===== src/rtl/rx_arb_push_if.sv =====
// rx_arb_push_if
// Bundles the sender push handshake, the FIFO write side and the status
// outputs of rx_arb_push.
//   master : the sender/FIFO environment (drives req, data, pop)
//   slave  : rx_arb_push itself (drives ack, write, data_in, status)
// Signals:
//   fifo_push_req  [PORTS]      per-sender toggle request
//   fifo_push_data [SIZE*PORTS] item of sender i at [SIZE*i +: SIZE]
//   fifo_push_ack  [PORTS]      per-sender toggle acknowledge
//   fifo_write                  one-cycle FIFO write strobe
//   fifo_data_in   [SIZE]       item written with fifo_write
//   fifo_pop                    consumer removed one FIFO entry
//   grant_port     [GW]         sender index of the current write
//   credits        [CW]         free FIFO entries tracked by the arbiter
//   err_overflow                sticky: pop seen with all credits free
interface rx_arb_push_if #(
  parameter int SIZE  = 8,
  parameter int PORTS = 5,
  parameter int DEPTH = 4
);
  localparam int GW = (PORTS > 1) ? $clog2(PORTS) : 1;
  localparam int CW = $clog2(DEPTH + 1);

  logic [PORTS-1:0]      fifo_push_req;
  logic [SIZE*PORTS-1:0] fifo_push_data;
  logic [PORTS-1:0]      fifo_push_ack;
  logic                  fifo_write;
  logic [SIZE-1:0]       fifo_data_in;
  logic                  fifo_pop;
  logic [GW-1:0]         grant_port;
  logic [CW-1:0]         credits;
  logic                  err_overflow;

  modport master (
    output fifo_push_req, fifo_push_data, fifo_pop,
    input  fifo_push_ack, fifo_write, fifo_data_in, grant_port, credits,
           err_overflow
  );

  modport slave (
    input  fifo_push_req, fifo_push_data, fifo_pop,
    output fifo_push_ack, fifo_write, fifo_data_in, grant_port, credits,
           err_overflow
  );
endinterface


===== src/rtl/rx_arb_push.sv =====
// rx_arb_push
// Receive-side push arbiter. PORTS senders offer items over two-phase
// (toggle) req/ack handshakes; one winner per cycle is written into the
// downstream input-buffer FIFO. Free FIFO slots are tracked locally with
// credits so a write never targets a full FIFO.
// Ports:
//   clk    single clock, posedge
//   reset  synchronous, active-high
//   bus    rx_arb_push_if.slave (handshakes, FIFO write side, status)
// Parameters:
//   SIZE  item width, PORTS sender count (>=2), DEPTH FIFO entries (>=1),
//   MODE  0 = fixed priority (lowest index), 1 = round-robin

// Per-sender handshake lane: owns the ack toggle and exposes "pending".
module rx_arb_push_lane (
  input  logic clk,
  input  logic reset,
  input  logic i_req,
  input  logic i_grant,
  output logic o_ack,
  output logic o_pend
);
  logic r_ack;

  always_ff @(posedge clk) begin
    if (reset)        r_ack <= 1'b0;
    else if (i_grant) r_ack <= ~r_ack;
  end

  assign o_ack  = r_ack;
  // Two-phase handshake: an item is outstanding while req and ack differ.
  assign o_pend = i_req ^ r_ack;
endmodule

module rx_arb_push #(
  parameter int SIZE  = 8,
  parameter int PORTS = 5,
  parameter int DEPTH = 4,
  parameter int MODE  = 1
) (
  input  logic          clk,
  input  logic          reset,
  rx_arb_push_if.slave  bus
);
  localparam int GW = (PORTS > 1) ? $clog2(PORTS) : 1;
  localparam int CW = $clog2(DEPTH + 1);

  logic [PORTS-1:0]           w_pend;
  logic [PORTS-1:0]           w_ack;
  logic [PORTS-1:0]           w_gnt_vec;
  logic [PORTS-1:0][SIZE-1:0] w_data;

  logic [GW-1:0]   w_base;
  logic [GW:0]     w_dist;
  logic [GW:0]     w_best;
  logic [GW-1:0]   w_win;
  logic            w_found;
  logic            w_elig;
  logic            w_grant;

  logic [GW-1:0]   r_rr;
  logic            r_write;
  logic [SIZE-1:0] r_data;
  logic [GW-1:0]   r_gp;
  logic [CW-1:0]   r_credits;
  logic            r_err;

  assign w_data = bus.fifo_push_data;

  // ---------------------------------------------------------------------
  // Handshake lanes
  // ---------------------------------------------------------------------
  for (genvar i = 0; i < PORTS; i++) begin : g_lane
    rx_arb_push_lane u_lane (
      .clk     (clk),
      .reset   (reset),
      .i_req   (bus.fifo_push_req[i]),
      .i_grant (w_gnt_vec[i]),
      .o_ack   (w_ack[i]),
      .o_pend  (w_pend[i])
    );
  end

  // ---------------------------------------------------------------------
  // Winner select
  // Each pending port is ranked by its distance above the search base,
  // measured modulo PORTS; the smallest distance wins. Fixed priority is
  // simply round-robin with the base pinned at port 0.
  // ---------------------------------------------------------------------
  assign w_base = (MODE == 1) ? r_rr : '0;

  always_comb begin
    w_found = 1'b0;
    w_best  = '0;
    w_win   = '0;
    w_dist  = '0;
    for (int j = 0; j < PORTS; j++) begin
      if ((GW+1)'(j) >= {1'b0, w_base})
        w_dist = (GW+1)'(j) - {1'b0, w_base};
      else
        w_dist = (GW+1)'(j) + (GW+1)'(PORTS) - {1'b0, w_base};
      if (w_pend[j] && (!w_found || (w_dist < w_best))) begin
        w_found = 1'b1;
        w_best  = w_dist;
        w_win   = GW'(j);
      end
    end
  end

  // A pop in the same cycle frees a slot on this edge, so it makes a
  // grant legal even with zero credits.
  assign w_elig    = (r_credits != '0) || bus.fifo_pop;
  assign w_grant   = w_found && w_elig;
  assign w_gnt_vec = w_grant ? (PORTS'(1) << w_win) : '0;

  // ---------------------------------------------------------------------
  // Write port, pointer and credit state
  // ---------------------------------------------------------------------
  always_ff @(posedge clk) begin
    if (reset) begin
      r_write   <= 1'b0;
      r_data    <= '0;
      r_gp      <= '0;
      r_rr      <= '0;
      r_credits <= CW'(DEPTH);
      r_err     <= 1'b0;
    end else begin
      r_write <= w_grant;
      if (w_grant) begin
        r_data <= w_data[w_win];
        r_gp   <= w_win;
        r_rr   <= (w_win == GW'(PORTS - 1)) ? '0 : w_win + GW'(1);
      end
      // Grant and pop together cancel; a pop with every slot already free
      // has nothing to return and is flagged instead.
      case ({w_grant, bus.fifo_pop})
        2'b10: r_credits <= r_credits - CW'(1);
        2'b01: begin
          if (r_credits < CW'(DEPTH)) r_credits <= r_credits + CW'(1);
          else                        r_err     <= 1'b1;
        end
        default: ;
      endcase
    end
  end

  assign bus.fifo_push_ack = w_ack;
  assign bus.fifo_write    = r_write;
  assign bus.fifo_data_in  = r_data;
  assign bus.grant_port    = r_gp;
  assign bus.credits       = r_credits;
  assign bus.err_overflow  = r_err;
endmodule


===== src/flat_wrapper.sv =====
// flat-port wrapper written by rule: the top's interface ports become plain ports
module rx_arb_push_flat 
#(
  parameter int SIZE  = 8,
  parameter int PORTS = 5,
  parameter int DEPTH = 4,
  parameter int MODE  = 1
)
  (clk, reset, bus_fifo_push_req, bus_fifo_push_data, bus_fifo_pop, bus_fifo_push_ack, bus_fifo_write, bus_fifo_data_in, bus_grant_port, bus_credits, bus_err_overflow);
  rx_arb_push_if #(.SIZE(SIZE), .PORTS(PORTS), .DEPTH(DEPTH)) bus_i ();
  input  logic clk;
  input  logic reset;
  input wire logic [$bits(bus_i.fifo_push_req)-1:0] bus_fifo_push_req;
  input wire logic [$bits(bus_i.fifo_push_data)-1:0] bus_fifo_push_data;
  input wire logic [$bits(bus_i.fifo_pop)-1:0] bus_fifo_pop;
  output wire logic [$bits(bus_i.fifo_push_ack)-1:0] bus_fifo_push_ack;
  output wire logic [$bits(bus_i.fifo_write)-1:0] bus_fifo_write;
  output wire logic [$bits(bus_i.fifo_data_in)-1:0] bus_fifo_data_in;
  output wire logic [$bits(bus_i.grant_port)-1:0] bus_grant_port;
  output wire logic [$bits(bus_i.credits)-1:0] bus_credits;
  output wire logic [$bits(bus_i.err_overflow)-1:0] bus_err_overflow;
  assign bus_i.fifo_push_req = bus_fifo_push_req;
  assign bus_i.fifo_push_data = bus_fifo_push_data;
  assign bus_i.fifo_pop = bus_fifo_pop;
  assign bus_fifo_push_ack = bus_i.fifo_push_ack;
  assign bus_fifo_write = bus_i.fifo_write;
  assign bus_fifo_data_in = bus_i.fifo_data_in;
  assign bus_grant_port = bus_i.grant_port;
  assign bus_credits = bus_i.credits;
  assign bus_err_overflow = bus_i.err_overflow;
  rx_arb_push #(.SIZE(SIZE), .PORTS(PORTS), .DEPTH(DEPTH), .MODE(MODE)) u_core (.clk(clk), .reset(reset), .bus(bus_i));
endmodule

===== config.mk =====
export PLATFORM = sky130hd
export DESIGN_NAME = rx_arb_push_flat
export DESIGN_NICKNAME = d
export VERILOG_FILES = /design/src/rtl/rx_arb_push_if.sv /design/src/rtl/rx_arb_push.sv /design/src/flat_wrapper.sv
export SDC_FILE = /design/constraint.sdc
export NUM_CORES = 1
export LEC_CHECK = 0
export ABC_AREA = 1
export BUFFER_PORTS_ARGS = -buffer_cell sky130_fd_sc_hd__buf_2
export CAP_MARGIN = 20
export CELL_PAD_IN_SITES_DETAIL_PLACEMENT = 1
export CELL_PAD_IN_SITES_GLOBAL_PLACEMENT = 2
export CORE_MARGIN = 5
export CORE_UTILIZATION = 28
export DETAILED_ROUTE_END_ITERATION = 7
export PLACE_DENSITY = 0.91
export SKIP_CTS_REPAIR_TIMING = 1
export SYNTH_ARGS = -nofsm -noshare
export SYNTH_HDL_FRONTEND = slang
export SYNTH_SLANG_ARGS = --single-unit

===== constraint.sdc =====
create_clock -name clk -period 8.6 [get_ports clk]
set_input_delay 2.15 -clock clk [delete_from_list [all_inputs] [get_ports clk]]
set_output_delay 2.15 -clock clk [all_outputs]
set_load 0.05 [all_outputs]

==> flow_metrics.py <==
metrics = {
    "route": {
        "routedWlPerCell_um": 13.7,
        "vias_per_cell": 4.75,
        "drt-initial-drc-count": 72,
        "wirelength_um": 7760,
        "vias": 2687,
        "dr.pass1.iters": 4,
        "ant_nets": 0,
        "drc": 0,
    },
    "sta": {
        "fin_crit_ps": 7610,
        "finalWorstSetupSlack_ps": 987,
        "fin_crit_sh_pct": 88.5,
        "max_freq_mhz": 131,
        "finalHoldViolCount": 0,
        "skew_ps": 6.55,
        "fin_worst_hold_slack_ps": 466,
        "rsz0062_at_grt": "false",
        "fin_tns_setup_ps": 0,
        "slew_violations": 0,
        "relSlewSlack_pct": 57.3,
        "setup_viol": 0,
        "worstMarginPinSlew_ps": 639,
    },
    "clocking": {
        "htreeDepth": 1,
        "ctsLongestPathBuffers": 2,
        "numCtsBuffers": 3,
        "cts_num_sinks": 24,
        "root_buffer": "clkbuf_8",
        "clk_latency_ps": 270,
        "clk_pin_slew_ps": 90,
        "cts_tree": "yes",
    },
    "synthesis": {
        "syn_area_per_cell_sq_um": 6.30,
        "seq_area_frac_synth_pct": 18.9,
        "yosys.area.top_type": "dfxtp_1",
        "yosysTopAreaCellShare_pct": 18.9,
        "synth_area_leaders": "dfxtp_1 19%, nand2_1 15%, ha_1 15%",
        "synth_fp_nets": 483,
        "synth_cell_types": 29,
        "netlist_area_sq_um": 2540,
        "yosysWarningCount": 0,
        "synthCells": 403,
        "ys_ff_latch": 24,
    },
    "global_routing": {
        "grt_pass1_wl_um": 13100,
        "grt_overflow_total": 0,
        "antenna_found_initial": 0,
        "grt_max_degree": 38,
        "grt_usage_pct": 13.9,
        "first_global_vias": 2754,
    },
    "worst_setup_path": {
        "rrSetupSlack_ps": 1820,
        "critPathRequiredTime_ps": 8750,
        "reg2reg_depth": 43,
        "critPathMaxStageDelay_ps": 420,
        "cp-start-kind": "primary input",
        "r2r_end": "u_core.g_lane[3].u_lane.o_ack$_SDFFE_PP0P_",
        "timing.critical_path.arrival_ps": 7760,
        "critPathKind": "primary input to register",
        "end_kind": "register",
        "crit_slowest_cell": "nand2_1",
        "crit_top_cell": "nand2_1",
        "path_max_fanout": 37,
        "worstReg2RegStart": "u_core.r_rr[1]$_SDFFE_PP0P_",
    },
    "floorplanning": {
        "die_x_um": 105,
        "ios": 69,
        "coreArea_sq_um": 8760,
        "die_y_um": 105,
        "initial_core_util_pct": 29.0,
        "row_count": 34,
        "die-area_sq_um": 11100,
    },
    "min_path": {
        "min_to": "u_core.bus.fifo_data_in[1]$_SDFFE_PP0P_",
        "hold_path_depth": 2,
        "hp-class": "register to register",
        "hold_start": "u_core.bus.fifo_data_in[1]$_SDFFE_PP0P_",
    },
    "status": {
        "status": "finished, final reports clean",
    },
    "place": {
        "pre_cts_ws_ps": 717,
        "gp_congestion": 0.860,
        "post-dp-hpwl_um": 6400,
        "port_buffers": 68,
    },
    "cells_and_area": {
        "drive_gt1_share_pct": 20.7,
        "area_delta_synth_final_pct": 16.7,
        "layout_common_cells": "104 x nand2_1, 71 x inv_1, 68 x buf_2, 36 x nand3_1, 31 x ha_1",
        "fin_nets": 539,
        "final_common_cell": "nand2_1",
        "diodes": 0,
    },
    "run": {
        "cap_viol_max_count": 0,
    },
}
-- sequential cells by signal, indices dropped and copies added, names as in the netlist --
| signal | flops |
|---|---|
| u_core.bus.credits | 3 |
| u_core.bus.err_overflow | 1 |
| u_core.bus.fifo_data_in | 8 |
| u_core.bus.fifo_write | 1 |
| u_core.bus.grant_port | 3 |
| u_core.g_lane.u_lane.o_ack | 5 |
| u_core.r_rr | 3 |
-- routing by layer --
layer	up-vias	share of wire, %	wire [um]	global-route usage [%]
met5	-	0	0	0
met4	0	0.73	57	1.37
met3	4	3.9	303	2.03
met2	64	50	3900	25.1
met1	1244	45	3500	17.9
li1	1375	-	-	-
-- worst max-delay path: cells and delay by family --
family / cells / cell delay [ps]
XOR/XNOR: 1 / 160
adder cells (fa/ha/maj): 6 / 1610
buffers and inverters: 4 / 300
AO/OA/AOI/OAI: 5 / 1190
AND/OR/NAND/NOR: 25 / 2320
-- cell families after synthesis --
group,after synthesis,share of synthesized area (%)
xor gates and xnor gates,10,3.45
and+or+nand+nor,177,31.1
DFF,24,18.9
buffers and inverters,91,15.2
adders and majority gates,32,16.1
AOI/OAI and AO/OA,69,15.2
-- worst max-delay path by stage --
stage / from / to
finish: bus_fifo_push_req[0] / u_core.g_lane[3].u_lane.o_ack$_SDFFE_PP0P_
global route: bus_fifo_push_req[0] / u_core.g_lane[3].u_lane.o_ack$_SDFFE_PP0P_
CTS: bus_fifo_push_req[0] / u_core.g_lane[3].u_lane.o_ack$_SDFFE_PP0P_
detailed placement: bus_fifo_push_req[0] / u_core.g_lane[3].u_lane.o_ack$_SDFFE_PP0P_
global placement: bus_fifo_push_req[0] / u_core.g_lane[3].u_lane.o_ack$_SDFFE_PP0P_
floorplan: bus_fifo_push_req[0] / u_core.g_lane[3].u_lane.o_ack$_SDFFE_PP0P_
-- Yosys cell counts, drive strengths merged --
library cell  number
inv               74
a31oi              2
xnor2              1
nand2            117
a21oi             30
clkbuf             6
ha                31
xor2               9
o211ai             3
or2                2
nor2              15
nand3             36
fa                 1
buf               11
o21a               1
o21ai             30
dfxtp             24
o22a               1
nor3               1
nand4              5
nand3b             1
o221ai             1
a211oi             1
-- stage by stage --
stage | cell area (sq um) | utilization [%] | std cells
6_report | 2960 | 33.8 | 566
5_1_grt | 2960 | 33.8 | 566
4_1_cts | 2960 | 33.8 | 566
3_5_place_dp | 2910 | 33.2 | 562
3_3_place_gp | 2910 | 33.2 | 562
2_1_floorplan | 2540 | - | 403
-- cell type report --
type	instances	area [sq um]
Fill cell	1170	5800
Tap cell	108	135
Clock buffer	4	55.1
Multi-Input combinational cell	288	1670
Sequential cell	24	480
Timing Repair Buffer	68	340
Inverter	74	278
Power is left out: the tool's default activity adds up to more than one toggle a clock period on the data nets, which glitch-free logic cannot reach.
